--- src/rtl/nfca_rx_frame_ctrl_if.sv ---
// nfca_rx_frame_ctrl_if: bit-parser inputs, frame results and control between the NFC-A RX framer and its host.
interface nfca_rx_frame_ctrl_if;
    logic       start;
    logic       rx_bit_en;
    logic       rx_bit;
    logic       rx_end;
    logic       rx_end_col;
    logic       rx_end_err;
    logic       rx_gate;
    logic       busy;
    logic       out_byte_en;
    logic [7:0] out_byte;
    logic [3:0] out_nbits;
    logic       done;
    logic [2:0] status;
    logic [6:0] byte_cnt;
    modport master (
        output start, rx_bit_en, rx_bit, rx_end, rx_end_col, rx_end_err,
        input  rx_gate, busy, out_byte_en, out_byte, out_nbits, done, status, byte_cnt
    );
    modport slave (
        input  start, rx_bit_en, rx_bit, rx_end, rx_end_col, rx_end_err,
        output rx_gate, busy, out_byte_en, out_byte, out_nbits, done, status, byte_cnt
    );
endinterface

--- src/rtl/nfca_rx_frame_ctrl.sv ---
// nfca_rx_frame_ctrl: groups received NFC-A bits into bytes with odd parity, frame-wait timeout and overflow handling.
module nfca_rx_frame_ctrl #(
    parameter logic [23:0] TIMEOUT   = 24'd813600,
    parameter logic [6:0]  MAX_BYTES = 7'd64
) (
    input logic clk,
    input logic rst,
    nfca_rx_frame_ctrl_if.slave bus
);
    typedef enum logic [2:0] {IDLE, WAIT, RECV, DRAIN, DONE} state_t;
    localparam logic [23:0] TLAST = TIMEOUT - 24'd1;
    state_t      state, state_n;
    logic [23:0] timer, timer_n;
    logic [3:0]  idx, idx_n;
    logic [7:0]  shreg, shreg_n;
    logic [6:0]  cnt, cnt_n;
    logic        pflag, pflag_n;
    logic        gate, gate_n, busy, busy_n, ben, ben_n, done, done_n;
    logic [7:0]  obyte, obyte_n;
    logic [3:0]  onb, onb_n;
    logic [2:0]  stat, stat_n;
    always_comb begin
        state_n = state;
        timer_n = timer;
        idx_n   = idx;
        shreg_n = shreg;
        cnt_n   = cnt;
        pflag_n = pflag;
        ben_n   = 1'b0;
        obyte_n = obyte;
        onb_n   = onb;
        done_n  = 1'b0;
        stat_n  = stat;
        case (state)
            IDLE: if (bus.start) begin
                state_n = WAIT;
                timer_n = '0;
                idx_n   = '0;
                cnt_n   = '0;
                pflag_n = 1'b0;
                shreg_n = '0;
            end
            WAIT, RECV: begin
                if (state == WAIT) timer_n = timer + 24'd1;
                // an end in the same cycle as a bit wins and drops the bit
                if (bus.rx_end) begin
                    state_n = DONE;
                    done_n  = 1'b1;
                    stat_n  = bus.rx_end_err ? 3'd5 : bus.rx_end_col ? 3'd2 : pflag ? 3'd3 : 3'd0;
                    if (idx != 4'd0) begin
                        ben_n   = 1'b1;
                        obyte_n = shreg;
                        onb_n   = idx;
                    end
                end else if (bus.rx_bit_en) begin
                    if (cnt == MAX_BYTES) state_n = DRAIN;
                    else begin
                        state_n = RECV;
                        if (idx == 4'd8) begin
                            ben_n   = 1'b1;
                            obyte_n = shreg;
                            onb_n   = 4'd8;
                            cnt_n   = cnt + 7'd1;
                            idx_n   = '0;
                            shreg_n = '0;
                            if (!(^shreg ^ bus.rx_bit)) pflag_n = 1'b1;
                        end else begin
                            shreg_n[idx[2:0]] = bus.rx_bit;
                            idx_n = idx + 4'd1;
                        end
                    end
                end else if (state == WAIT && timer == TLAST) begin
                    state_n = DONE;
                    done_n  = 1'b1;
                    stat_n  = 3'd1;
                end
            end
            DRAIN: if (bus.rx_end) begin
                state_n = DONE;
                done_n  = 1'b1;
                stat_n  = 3'd4;
            end
            DONE:    state_n = IDLE;
            default: state_n = IDLE;
        endcase
        gate_n = state_n == WAIT || state_n == RECV || state_n == DRAIN;
        busy_n = state_n != IDLE;
    end
    always_ff @(posedge clk or posedge rst) begin
        if (rst) begin
            state <= IDLE;
            timer <= '0;
            idx   <= '0;
            shreg <= '0;
            cnt   <= '0;
            pflag <= 1'b0;
            gate  <= 1'b0;
            busy  <= 1'b0;
            ben   <= 1'b0;
            obyte <= '0;
            onb   <= '0;
            done  <= 1'b0;
            stat  <= '0;
        end else begin
            state <= state_n;
            timer <= timer_n;
            idx   <= idx_n;
            shreg <= shreg_n;
            cnt   <= cnt_n;
            pflag <= pflag_n;
            gate  <= gate_n;
            busy  <= busy_n;
            ben   <= ben_n;
            obyte <= obyte_n;
            onb   <= onb_n;
            done  <= done_n;
            stat  <= stat_n;
        end
    end
    assign bus.rx_gate     = gate;
    assign bus.busy        = busy;
    assign bus.out_byte_en = ben;
    assign bus.out_byte    = obyte;
    assign bus.out_nbits   = onb;
    assign bus.done        = done;
    assign bus.status      = stat;
    assign bus.byte_cnt    = cnt;
endmodule

--- src/flat_wrapper.sv ---
// flat-port wrapper written by rule: the top's interface ports become plain ports
module nfca_rx_frame_ctrl_flat 
#(
    parameter logic [23:0] TIMEOUT   = 24'd813600,
    parameter logic [6:0]  MAX_BYTES = 7'd64
)
  (clk, rst, bus_start, bus_rx_bit_en, bus_rx_bit, bus_rx_end, bus_rx_end_col, bus_rx_end_err, bus_rx_gate, bus_busy, bus_out_byte_en, bus_out_byte, bus_out_nbits, bus_done, bus_status, bus_byte_cnt);
  nfca_rx_frame_ctrl_if bus_i ();
  input logic clk;
  input logic rst;
  input wire logic [$bits(bus_i.start)-1:0] bus_start;
  input wire logic [$bits(bus_i.rx_bit_en)-1:0] bus_rx_bit_en;
  input wire logic [$bits(bus_i.rx_bit)-1:0] bus_rx_bit;
  input wire logic [$bits(bus_i.rx_end)-1:0] bus_rx_end;
  input wire logic [$bits(bus_i.rx_end_col)-1:0] bus_rx_end_col;
  input wire logic [$bits(bus_i.rx_end_err)-1:0] bus_rx_end_err;
  output wire logic [$bits(bus_i.rx_gate)-1:0] bus_rx_gate;
  output wire logic [$bits(bus_i.busy)-1:0] bus_busy;
  output wire logic [$bits(bus_i.out_byte_en)-1:0] bus_out_byte_en;
  output wire logic [$bits(bus_i.out_byte)-1:0] bus_out_byte;
  output wire logic [$bits(bus_i.out_nbits)-1:0] bus_out_nbits;
  output wire logic [$bits(bus_i.done)-1:0] bus_done;
  output wire logic [$bits(bus_i.status)-1:0] bus_status;
  output wire logic [$bits(bus_i.byte_cnt)-1:0] bus_byte_cnt;
  assign bus_i.start = bus_start;
  assign bus_i.rx_bit_en = bus_rx_bit_en;
  assign bus_i.rx_bit = bus_rx_bit;
  assign bus_i.rx_end = bus_rx_end;
  assign bus_i.rx_end_col = bus_rx_end_col;
  assign bus_i.rx_end_err = bus_rx_end_err;
  assign bus_rx_gate = bus_i.rx_gate;
  assign bus_busy = bus_i.busy;
  assign bus_out_byte_en = bus_i.out_byte_en;
  assign bus_out_byte = bus_i.out_byte;
  assign bus_out_nbits = bus_i.out_nbits;
  assign bus_done = bus_i.done;
  assign bus_status = bus_i.status;
  assign bus_byte_cnt = bus_i.byte_cnt;
  nfca_rx_frame_ctrl #(.TIMEOUT(TIMEOUT), .MAX_BYTES(MAX_BYTES)) u_core (.clk(clk), .rst(rst), .bus(bus_i));
endmodule
--- config.mk ---
export PLATFORM = sky130hd
export DESIGN_NAME = nfca_rx_frame_ctrl_flat
export DESIGN_NICKNAME = d
export VERILOG_FILES = /design/src/rtl/nfca_rx_frame_ctrl_if.sv /design/src/rtl/nfca_rx_frame_ctrl.sv /design/src/flat_wrapper.sv
export SDC_FILE = /design/constraint.sdc
export NUM_CORES = 1
export LEC_CHECK = 0
export BUFFER_PORTS_ARGS = -buffer_cell sky130_fd_sc_hd__buf_4
export CAP_MARGIN = 20
export CORE_UTILIZATION = 59
export CTS_CLUSTER_SIZE = 12
export DETAILED_ROUTE_END_ITERATION = 8
export GPL_TIMING_DRIVEN = 0
export PLACE_DENSITY = 0.81
export SYNTH_ARGS = -nofsm -noshare
export SYNTH_HDL_FRONTEND = slang
export SYNTH_SLANG_ARGS = --single-unit
--- constraint.sdc ---
create_clock -name clk -period 3.1 [get_ports clk]
set_input_delay 0.155 -clock clk [delete_from_list [all_inputs] [get_ports clk]]
set_output_delay 0.155 -clock clk [all_outputs]
set_load 0.03 [all_outputs]
==> reports/results.tsv, run 1 <==
stage	metric	value	unit
synthesis	yosysUniqueCellTypes	55	
synthesis	synth.most_common_cell	dfrtp_1	
synthesis	synth_top_cells_by_count	dfrtp_1, nor2_1, nand2_1	
power_and_ir_drop	p_int	1.738	mW
synthesis	ys_warn_count	0	
clock_network	clockBufferDepth	2	
layout	area_delta_synth_final	16.54	%
power_and_ir_drop	p_switching	0.9685	mW
power_and_ir_drop	clkPwrFrac	0.275	
synthesis	syn_area	3503	um2
floorplanning	io_pins	34	
power_and_ir_drop	sw_frac_of_total	0.3578	
worst_setup_path	crit_path_start	u_core.idx[0]	
floorplanning	die_x	79.06	um
drt	dr.pass1.iters	5	
worst_setup_path	max_stage_delay	0.64	ns
worst_setup_path	r2r-start	u_core.idx[0]	
power_and_ir_drop	peakVddDrop	0.0003742	V
floorplanning	start_util	0.6247	
sta	clock_skew	0.008560	ns
drt	final_antenna_net_count	0	
worst_setup_path	path_max_fanout	10	
sta	hold_violations	0	
drt	drc_errors	0	
drt	vias_per_cell	6.034	
synthesis	synth_nets	359	
worst_setup_path	r2r_slack	0.41	ns
synthesis	synth_flop_cell	dfrtp_1	
clock_network	cts_buffers	9	
layout	final_cells	469	
worst_setup_path	path_cells	clkbuf_1, inv_1, ha_1, a311oi_2, nand2_1, nor3b_1, a32o_1	
sta	period_minus_slack	2.690	ns
floorplanning	die_h	79.06	um
worst_setup_path	critPathKind	reg2reg	
power_and_ir_drop	p_leak	1.919	nW
global_route	antenna_found_initial	0	
synthesis	synth-async-reset-ratio	1.000	
global_route	grt_pass1_vias	2718	
sta	finalSetupTns	0	ns
sta	setup_viol	0	
worst_setup_path	required	3.38	ns
worst_setup_path	critPathLaunchType	flop	
placement	dp.cells	453	
drt	via_count	2830	
worst_setup_path	worstSetupEndpoint	u_core.shreg[3]	
power_and_ir_drop	power.density	662.9	nW/um2
drt	drt_iter0_drc	201	
layout	drive_above_1_share	0.2141	
placement	gp_congestion	0.8424	
sta	slew_headroom	0.4837	
synthesis	synth-edff-count	0	
worst_setup_path	cp_slowest_cell	a311oi_2	
worst_setup_path	reg2reg_depth	7	
layout	fillerInstances	427	
sta	slew_viol_final	0	
global_route	grt_max_degree	35	
synthesis	yosysTopAreaCellShare	0.4714	
placement	hpwlAfterDp	5396	um
global_route	grt_overflow	0	
clock_network	clockRootBuffer	clkbuf_8	
drt	wl_per_cell	16.17	um
synthesis	ys_seq_elements	66	
drt	finalWirelength	7583	um
synthesis	yosysSeqAreaShare	0.4714	
run_status	status	finished clean	
power_and_ir_drop	seqPwrFrac	0.385	
synthesis	netlist_instances	346	
worst_setup_path	end_kind	flop	
synthesis	synth_top_area_cell	dfrtp_1	
worst_setup_path	arrival	2.96	ns
sta	min_period_over_period	0.8676	
synthesis	syn_avg_cell_area	10.13	um2
flow_run	max-cap-violations	0	
hold_path	hold_class	in2reg	
clock_network	cts-resized-gates	0	
sta	timing.final.ws_setup	0.4103	ns
clock_network	cts.sinks	66	
floorplanning	rows	27	
layout	fin_nets	406	
sta	tightest_slew	0.7636	ns
clock_network	holdBufCountCts	1	
floorplanning	dieArea	6250	um2
clock_network	htree_levels	3	
power_and_ir_drop	p_comb_frac	0.340	
clock_network	cts_tree	done	
synthesis	synthTopCellsByArea	dfrtp_1, xor2_1, nor2_1	
floorplanning	coreArea	5608	um2
placement	portBuffers	33	
clock_network	cts.reportedPaths.clkPinSlew	0.07	ns
clock_network	postCtsSetupBuffers	0	
sta	whs	0.07771	ns
sta	max_freq	0.3718	GHz
placement	dp_worst_setup_slack	0.4880	ns
worst_setup_path	r2r_end	u_core.shreg[3]	
global_route	gr-usage-all-layers	0.2680	
clock_network	clock_latency	0.34	ns
layout	n_antenna_cell	0	
sta	rsz0062_at_grt	no	
global_route	grt_pass1_wl	12820	um
-- routing by layer --
layer,wire [um],track usage,part of all wire,vias to the layer above
met3,439,0.04253,0.058,16
li1,-,-,-,1322
met1,3592,0.3843,0.47,1398
met4,150,0.1145,0.020,0
met5,0,0,0,-
met2,3401,0.4034,0.45,94
-- critical path, delay by kind of cell (launching register included) --
kind / cells / cell delay [ns]
adders and majority gates: 1 / 0.25
DFF: 1 / 0.35
buffers and inverters: 2 / 0.47
and+or+nand+nor: 2 / 0.69
AOI/OAI and AO/OA: 2 / 0.88
-- power by group through the flow --
| stage | logic [mW] | registers [mW] | clock network [mW] |
|---|---|---|---|
| after floorplan | 0.520 | 1.17 | 0 |
| after CTS | 0.913 | 1.04 | 0.750 |
| after global routing | 0.998 | 1.05 | 0.785 |
| final | 0.920 | 1.04 | 0.745 |
| after global placement | 0.867 | 1.05 | 0 |
| after detailed placement | 0.903 | 1.06 | 0 |
-- flip-flops by register name (all words and copies together) (netlist names) --
| name | flops |
|---|---|
| u_core.timer | 24 |
| u_core.bus.out_byte | 8 |
| u_core.shreg | 8 |
| u_core.bus.byte_cnt | 7 |
| u_core.bus.out_nbits | 4 |
| u_core.idx | 4 |
| u_core.bus.status | 3 |
| u_core.state | 3 |
| u_core.bus.busy | 1 |
| u_core.bus.done | 1 |
| u_core.bus.out_byte_en | 1 |
| u_core.bus.rx_gate | 1 |
| u_core.pflag | 1 |
-- logic make-up (layout without fill, tap and decap cells) --
family,Yosys count,in the layout,synth area share
AOI/OAI and AO/OA,55,55,0.1093
DFF,66,66,0.4714
adders and majority gates,5,5,0.01786
buffers and inverters,29,80,0.04286
and+or+nand+nor,148,148,0.2364
xor gates and xnor gates,30,30,0.07893
muxes,13,13,0.04322
-- final cells by class --
| cell class | count | area (um2) | share of cell area |
|---|---|---|---|
| buffer | 15 | 97.59 | 0.02390 |
| clock buffer | 13 | 168.9 | 0.04137 |
| sequential | 66 | 1652 | 0.4045 |
| tap | 72 | 90.09 | 0.02207 |
| timing repair buffer | 36 | 285.3 | 0.06987 |
| multi-input combinational | 251 | 1702 | 0.4168 |
| inverter | 14 | 52.55 | 0.01287 |
| clock inverter | 2 | 35.03 | 0.008581 |
-- cells in the final DEF (no fill, tap or decap), types with 4 or more instances in the layout --
cell / synthesis / routed
dfrtp_1: 66 / 66
nor2_1: 35 / 35
buf_4: 0 / 34
nand2_1: 32 / 32
xor2_1: 19 / 19
nand3_1: 16 / 16
clkbuf_8: 3 / 15
nand4_1: 14 / 14
o21ai_0: 14 / 14
inv_1: 14 / 13
a21oi_1: 13 / 13
xnor2_1: 10 / 10
clkbuf_1: 8 / 9
mux2_2: 9 / 9
a22o_1: 7 / 7
nand2b_1: 6 / 6
and4_1: 5 / 5
and2_1: 5 / 5
nor2b_1: 5 / 5
o31ai_1: 5 / 5
ha_1: 5 / 5
and3_1: 4 / 4
and4bb_2: 4 / 4
o211ai_1: 4 / 4
-- how the worst min path moves through the flow --
stage	start	end	slack, ns	cells after the start
2_1_floorplan	bus_rx_bit_en	u_core.bus.done	0.25	1
6_report	bus_rx_bit_en	u_core.bus.done	0.08	2
3_3_place_gp	bus_rx_bit_en	u_core.bus.done	0.42	2
3_5_place_dp	rst	u_core.timer[21]	0.31	2
5_1_grt	bus_rx_bit_en	u_core.bus.done	0.08	2
4_1_cts	bus_rx_bit_en	u_core.bus.done	0.07	2
-- through the flow --
step                total power [mW]  cell area (um2)  utilization
finish                         2.706             4083       0.7280
global placement               1.919             3841       0.6850
CTS                            2.703             4083       0.7280
global route                   2.836             4083       0.7280
detailed placement             1.960             3869       0.6899
floorplan                      1.686             3503            -
(Power assumes the default switching activity.)
==> run 2: changes to the inputs <==
--- a/config.mk
+++ b/config.mk
@@ -7,11 +7,13 @@
 export LEC_CHECK = 0
 export BUFFER_PORTS_ARGS = -buffer_cell sky130_fd_sc_hd__buf_4
 export CAP_MARGIN = 20
-export CORE_UTILIZATION = 59
+export CELL_PAD_IN_SITES_DETAIL_PLACEMENT = 0
+export CELL_PAD_IN_SITES_GLOBAL_PLACEMENT = 1
+export CORE_UTILIZATION = 46
 export CTS_CLUSTER_SIZE = 12
 export DETAILED_ROUTE_END_ITERATION = 8
 export GPL_TIMING_DRIVEN = 0
-export PLACE_DENSITY = 0.81
+export PLACE_DENSITY = 0.8
 export SYNTH_ARGS = -nofsm -noshare
 export SYNTH_HDL_FRONTEND = slang
 export SYNTH_SLANG_ARGS = --single-unit
==> reports/results.tsv, run 2 (synthesis results as in run 1) <==
stage	metric	value	unit	change
drt	finalWirelength	7433	um	-2.0%
drt	drc_errors	0		unchanged
power_and_ir_drop	seqPwrFrac	0.384		about the same
sta	period_minus_slack	2.683	ns	-0.006167 ns
worst_setup_path	r2r_end	u_core.shreg[3]		
sta	tightest_slew	0.8166	ns	+0.05297 ns
worst_setup_path	arrival	2.96	ns	about the same
floorplanning	coreArea	7292	um2	+30%
layout	area_delta_synth_final	16.89	%	
worst_setup_path	max_stage_delay	0.67	ns	+0.03 ns
placement	dp.cells	479		+5.7%
power_and_ir_drop	clkPwrFrac	0.288		+0.013
sta	clock_skew	0.01303	ns	+0.004473 ns
placement	gp_congestion	0.8040		-4.6%
sta	hold_violations	35		+35
clock_network	cts-resized-gates	0		unchanged
worst_setup_path	r2r-start	u_core.idx[0]		
power_and_ir_drop	peakVddDrop	0.0003212	V	-14%
sta	min_period_over_period	0.8656		-0.001989
layout	final_cell_mix	dfrtp_1, nor2_1, buf_4, nand2_1, xor2_1		
floorplanning	start_util	0.4804		-0.1443
worst_setup_path	critPathKind	reg2reg		
floorplanning	die_x	89.27	um	+13%
worst_setup_path	cp_slowest_cell	a311oi_2		
layout	fin_nets	404		-0.49%
worst_setup_path	required	3.38	ns	about the same
global_route	antenna_found_initial	0		unchanged
clock_network	clockBufferDepth	2		unchanged
drt	via_count	2670		-5.7%
global_route	grt_max_degree	67		+91%
clock_network	holdBufCountCts	0		-1
power_and_ir_drop	sw_frac_of_total	0.3558		-0.001998
global_route	grt_pass1_vias	2513		-7.5%
worst_setup_path	critPathTopFamily	compound AO/OA/AOI/OAI gates		
drt	vias_per_cell	5.394		-11%
worst_setup_path	crit_path_start	u_core.idx[0]		
floorplanning	dieArea	7969	um2	+28%
layout	drive_above_1_share	0.2121		-0.001985
power_and_ir_drop	p_int	1.753	mW	+0.85%
power_and_ir_drop	p_switching	0.9683	mW	about the same
flow_run	max-cap-violations	0		unchanged
sta	slew_viol_final	0		unchanged
sta	whs	-0.03784	ns	-0.1155 ns
worst_setup_path	end_kind	flop		
sta	setup_viol	0		unchanged
clock_network	postCtsSetupBuffers	0		unchanged
layout	seqCellArea	1652	um2	unchanged
sta	rsz0062_at_grt	no		
clock_network	cts.reportedPaths.clkPinSlew	0.07	ns	about the same
drt	drt_iter0_drc	86		-57%
worst_setup_path	critPathLaunchType	flop		
layout	fillerInstances	694		+63%
drt	wl_per_cell	15.02	um	-7.1%
sta	slew_headroom	0.4556		-0.02814
layout	largest-register	u_core.timer		
sta	finalSetupTns	0	ns	unchanged
power_and_ir_drop	p_leak	1.907	nW	-0.60%
layout	final_common_cell	dfrtp_1		
placement	hpwlAfterDp	5179	um	-4.0%
worst_setup_path	crit_buf_inv	2		unchanged
worst_setup_path	r2r_slack	0.42	ns	about the same
worst_setup_path	reg2reg_depth	7		unchanged
worst_setup_path	path_cells	clkbuf_1, inv_1, ha_1, a311oi_2, nand2_1, nor3b_1, a32o_1		
drt	dr.pass1.iters	4		-1
drt	final_antenna_net_count	0		unchanged
global_route	grt_pass1_wl	12310	um	-4.0%
sta	max_freq	0.3727	GHz	+0.23%
power_and_ir_drop	p_comb_frac	0.328		-0.012
clock_network	clock_latency	0.35	ns	about the same
global_route	grt_overflow	0		unchanged
layout	multiInputGateArea	1702	um2	unchanged
worst_setup_path	path_max_fanout	10		unchanged
clock_network	cts.sinks	66		unchanged
floorplanning	rows	31		+15%
floorplanning	io_pins	34		unchanged
hold_path	hold_class	in2async		
run_status	status	finished with violations		
placement	portBuffers	33		unchanged
clock_network	htree_levels	3		unchanged
layout	largest_reg_flops	24		unchanged
floorplanning	die_h	89.27	um	+13%
layout	final_cells	495		+5.5%
power_and_ir_drop	power.density	664.5	nW/um2	+0.23%
clock_network	cts_buffers	9		unchanged
clock_network	cts_tree	done		
run_status	violations	hold timing		
global_route	gr-usage-all-layers	0.2068		-0.06123
layout	n_antenna_cell	0		unchanged
clock_network	clockRootBuffer	clkbuf_8		
==> run 2: how the worst max path moves through the flow <==
stage                        endpoint  cells past startpoint
6_report              u_core.shreg[3]                      7
4_1_cts               u_core.shreg[3]                      7
5_1_grt               u_core.shreg[3]                      7
3_5_place_dp   u_core.bus.out_byte[0]                      8
3_3_place_gp   u_core.bus.out_byte[4]                      2
2_1_floorplan           u_core.idx[3]                      8
==> run 2: power groups by stage <==
stage	Combinational, mW	Sequential [mW]	Clock (mW)
finish	0.894	1.04	0.783
CTS	0.895	1.04	0.802
detailed placement	0.893	1.06	0
global placement	0.883	1.06	0
global route	0.993	1.06	0.835
floorplan	0.520	1.17	0
==> run 2: per-layer routing <==
metal | wire length [um] | share of wire | track usage | vias up
met5 | 0 | 0 | 0 | -
met4 | 121 | 0.016 | 0.08802 | 0
met3 | 206 | 0.028 | 0.03693 | 10
met2 | 3443 | 0.46 | 0.3213 | 38
met1 | 3662 | 0.49 | 0.2853 | 1305
li1 | - | - | - | 1317
==> run 2: final cells by class <==
cell class / instances / area share
Multi-Input combinational cell: 251 / 0.4155
Sequential cell: 66 / 0.4033
Inverter: 14 / 0.01344
Clock inverter: 5 / 0.01925
Clock buffer: 11 / 0.03208
Buffer: 15 / 0.02383
Timing Repair Buffer: 34 / 0.06233
Tap cell: 99 / 0.03025
==> run 2: stage by stage <==
step                      hold WS [ns]  total power, mW  setup WS, ns  utilization  instance area, um2
final                         -0.03784            2.721        0.4165       0.5616                4095
after global routing           0.05424            2.886        0.1498       0.5616                4095
after CTS                     0.002553            2.740        0.4418       0.5616                4095
after detailed placement        0.3787            1.950        0.4683       0.5328                3885
after global placement          0.4164            1.940        0.4173       0.5314                3875
after floorplan                 0.2525            1.686        0.8633            -                3503
==> run 3: changes to the inputs <==
--- a/config.mk
+++ b/config.mk
@@ -6,14 +6,13 @@
 export NUM_CORES = 1
 export LEC_CHECK = 0
 export BUFFER_PORTS_ARGS = -buffer_cell sky130_fd_sc_hd__buf_4
-export CAP_MARGIN = 20
 export CELL_PAD_IN_SITES_DETAIL_PLACEMENT = 0
 export CELL_PAD_IN_SITES_GLOBAL_PLACEMENT = 1
 export CORE_UTILIZATION = 46
 export CTS_CLUSTER_SIZE = 12
 export DETAILED_ROUTE_END_ITERATION = 8
 export GPL_TIMING_DRIVEN = 0
-export PLACE_DENSITY = 0.8
+export PLACE_DENSITY = 0.87
 export SYNTH_ARGS = -nofsm -noshare
 export SYNTH_HDL_FRONTEND = slang
 export SYNTH_SLANG_ARGS = --single-unit
==> reports/results.tsv, run 3 (synthesis results as in run 1) <==
stage	metric	value	unit	change
run_status	status	finished clean		
drt	finalWirelength	7406	um	-0.36%
power_and_ir_drop	clkPwrFrac	0.274		-0.014
clock_network	cts_buffers	9		unchanged
sta	max_freq	0.3743	GHz	+0.43%
floorplanning	die_h	89.27	um	unchanged
clock_network	cts.sinks	66		unchanged
clock_network	clockRootBuffer	clkbuf_8		
floorplanning	coreArea	7292	um2	unchanged
floorplanning	dieArea	7969	um2	unchanged
placement	dp.cells	479		unchanged
sta	slew_headroom	0.2444		-0.2112
worst_setup_path	cp_slowest_cell	o221ai_1		
layout	drive_above_1_share	0.2091		-0.003053
clock_network	postCtsSetupBuffers	0		unchanged
power_and_ir_drop	seqPwrFrac	0.391		+0.007
layout	area_delta_synth_final	17.11	%	
floorplanning	io_pins	34		unchanged
flow_run	max-cap-violations	0		unchanged
worst_setup_path	required	3.32	ns	-0.06 ns
clock_network	clockBufferDepth	2		unchanged
layout	final_cells	496		+0.20%
drt	final_antenna_net_count	0		unchanged
worst_setup_path	arrival	2.89	ns	-0.07 ns
global_route	gr-usage-all-layers	0.2077		+0.0009463
power_and_ir_drop	power.density	650.6	nW/um2	-2.1%
worst_setup_path	path_cells	clkbuf_1, inv_1, ha_1, nand2b_1, a211oi_1, o221ai_1, buf_2, mux2_2		
global_route	grt_pass1_vias	2480		-1.3%
power_and_ir_drop	sw_frac_of_total	0.3572		+0.001352
sta	tightest_slew	1.125	ns	+0.3082 ns
clock_network	clock_latency	0.34	ns	about the same
global_route	grt_overflow	0		unchanged
drt	drc_errors	0		unchanged
global_route	antenna_found_initial	0		unchanged
placement	gp_congestion	0.8541		+6.2%
worst_setup_path	crit_buf_inv	3		+1
power_and_ir_drop	p_leak	1.909	nW	about the same
layout	final_common_cell	dfrtp_1		
layout	final_cell_mix	dfrtp_1, nor2_1, buf_4, nand2_1, xor2_1		
sta	finalSetupTns	0	ns	unchanged
drt	via_count	2677		+0.26%
clock_network	htree_levels	3		unchanged
placement	portBuffers	33		unchanged
sta	min_period_over_period	0.8619		-0.003716
floorplanning	rows	31		unchanged
worst_setup_path	critPathLaunchType	flop		
drt	dr.pass1.iters	5		+1
power_and_ir_drop	p_switching	0.9535	mW	-1.5%
global_route	grt_max_degree	36		-46%
global_route	grt_pass1_wl	12410	um	+0.84%
drt	drt_iter0_drc	133		+55%
layout	largest-register	u_core.timer		
worst_setup_path	path_max_fanout	10		unchanged
worst_setup_path	critPathTopFamily	buffers and inverters		
floorplanning	die_x	89.27	um	unchanged
layout	fin_nets	405		+0.25%
clock_network	cts_tree	done		
power_and_ir_drop	peakVddDrop	0.0003058	V	-4.8%
layout	n_antenna_cell	0		unchanged
clock_network	cts.reportedPaths.clkPinSlew	0.06	ns	about the same
layout	largest_reg_flops	24		unchanged
drt	wl_per_cell	14.93	um	-0.56%
layout	multiInputGateArea	1702	um2	unchanged
hold_path	hold_class	in2reg		
sta	setup_viol	0		unchanged
sta	clock_skew	0.01295	ns	-0.00008720 ns
drt	vias_per_cell	5.397		about the same
layout	fillerInstances	680		-2.0%
sta	hold_violations	0		-100%
sta	period_minus_slack	2.672	ns	-0.01152 ns
worst_setup_path	max_stage_delay	0.59	ns	-0.08 ns
power_and_ir_drop	p_comb_frac	0.335		+0.007
worst_setup_path	end_kind	flop		
placement	hpwlAfterDp	5302	um	+2.4%
layout	seqCellArea	1652	um2	unchanged
floorplanning	start_util	0.4804		unchanged
worst_setup_path	critPathKind	reg2reg		
sta	rsz0062_at_grt	no		
power_and_ir_drop	p_int	1.716	mW	-2.1%
sta	slew_viol_final	0		unchanged
[run 3: cell count changes in the layout (fill, tap and decap cells not counted)]
cell	before	now
buf_4	34	33
clkbuf_1	10	11
clkinv_4	1	0
inv_2	0	1
inv_4	1	0
dlygate4sd3_1	0	1
buf_12	0	1
clkinv_2	2	1
bufinv_16	2	1
clkbuf_8	12	14
[run 3: what timing repair did]
item,in CTS,in global routing
resized for setup,0,0
endpoints found under the hold margin,31,0
endpoints found under the setup margin,0,0
hold buffers,1,0
[run 3: final timing paths]
check,depth (start not counted),endpoint,slack [ns],startpoint
max,8,u_core.bus.out_byte[0],0.43,u_core.idx[0]
min,2,u_core.bus.done,0.08,bus_rx_bit_en
max reg2reg,8,u_core.bus.out_byte[0],0.43,u_core.idx[0]
min reg2reg,2,u_core.bus.out_nbits[0],0.49,u_core.bus.out_nbits[0]
max in group asynchronous,4,u_core.bus.byte_cnt[6],1.99,rst
min in group asynchronous,3,u_core.bus.status[2],0.48,rst
[run 3: through the flow]
stage | hold slack (ns) | area [um2] | total power [mW] | util | worst slack [ns]
floorplan | 0.2525 | 3503 | 1.686 | - | 0.8633
global placement | 0.4212 | 3875 | 1.936 | 0.5314 | 0.4426
detailed placement | 0.3158 | 3895 | 1.950 | 0.5341 | 0.4031
CTS | 0.06295 | 4103 | 2.692 | 0.5626 | 0.3974
global route | 0.07360 | 4103 | 2.835 | 0.5626 | 0.1535
finish | 0.07989 | 4103 | 2.669 | 0.5626 | 0.4280
[run 3: power by group through the flow]
stage	combinational (mW)	clock (mW)	sequential [mW]
after floorplan	0.520	0	1.17
after CTS	0.898	0.750	1.04
after detailed placement	0.892	0	1.06
after global routing	0.992	0.786	1.06
after global placement	0.880	0	1.06
final	0.893	0.732	1.04
[run 3: cell type report]
class,instances,share of cell area
inverter,14,0.01281
sequential,66,0.4026
clock inverter,2,0.008539
buffer,15,0.02379
tap,99,0.03019
timing repair buffer,35,0.06770
clock buffer,14,0.03965
multi-input combinational,251,0.4148
[run 3: worst register-to-register path, stage by stage, from the launching register on]
cell      delay [ns]
dfrtp_1         0.34
clkbuf_1        0.35
inv_1           0.12
ha_1            0.25
nand2b_1        0.14
a211oi_1        0.08
o221ai_1        0.59
buf_2           0.34
mux2_2          0.35
[run 3: per-layer routing]
layer	global-route usage	up-vias	share of wire
li1	-	1315	-
met1	0.2940	1312	0.49
met2	0.3116	43	0.47
met3	0.05171	7	0.032
met4	0.07071	0	0.011
met5	0	-	0
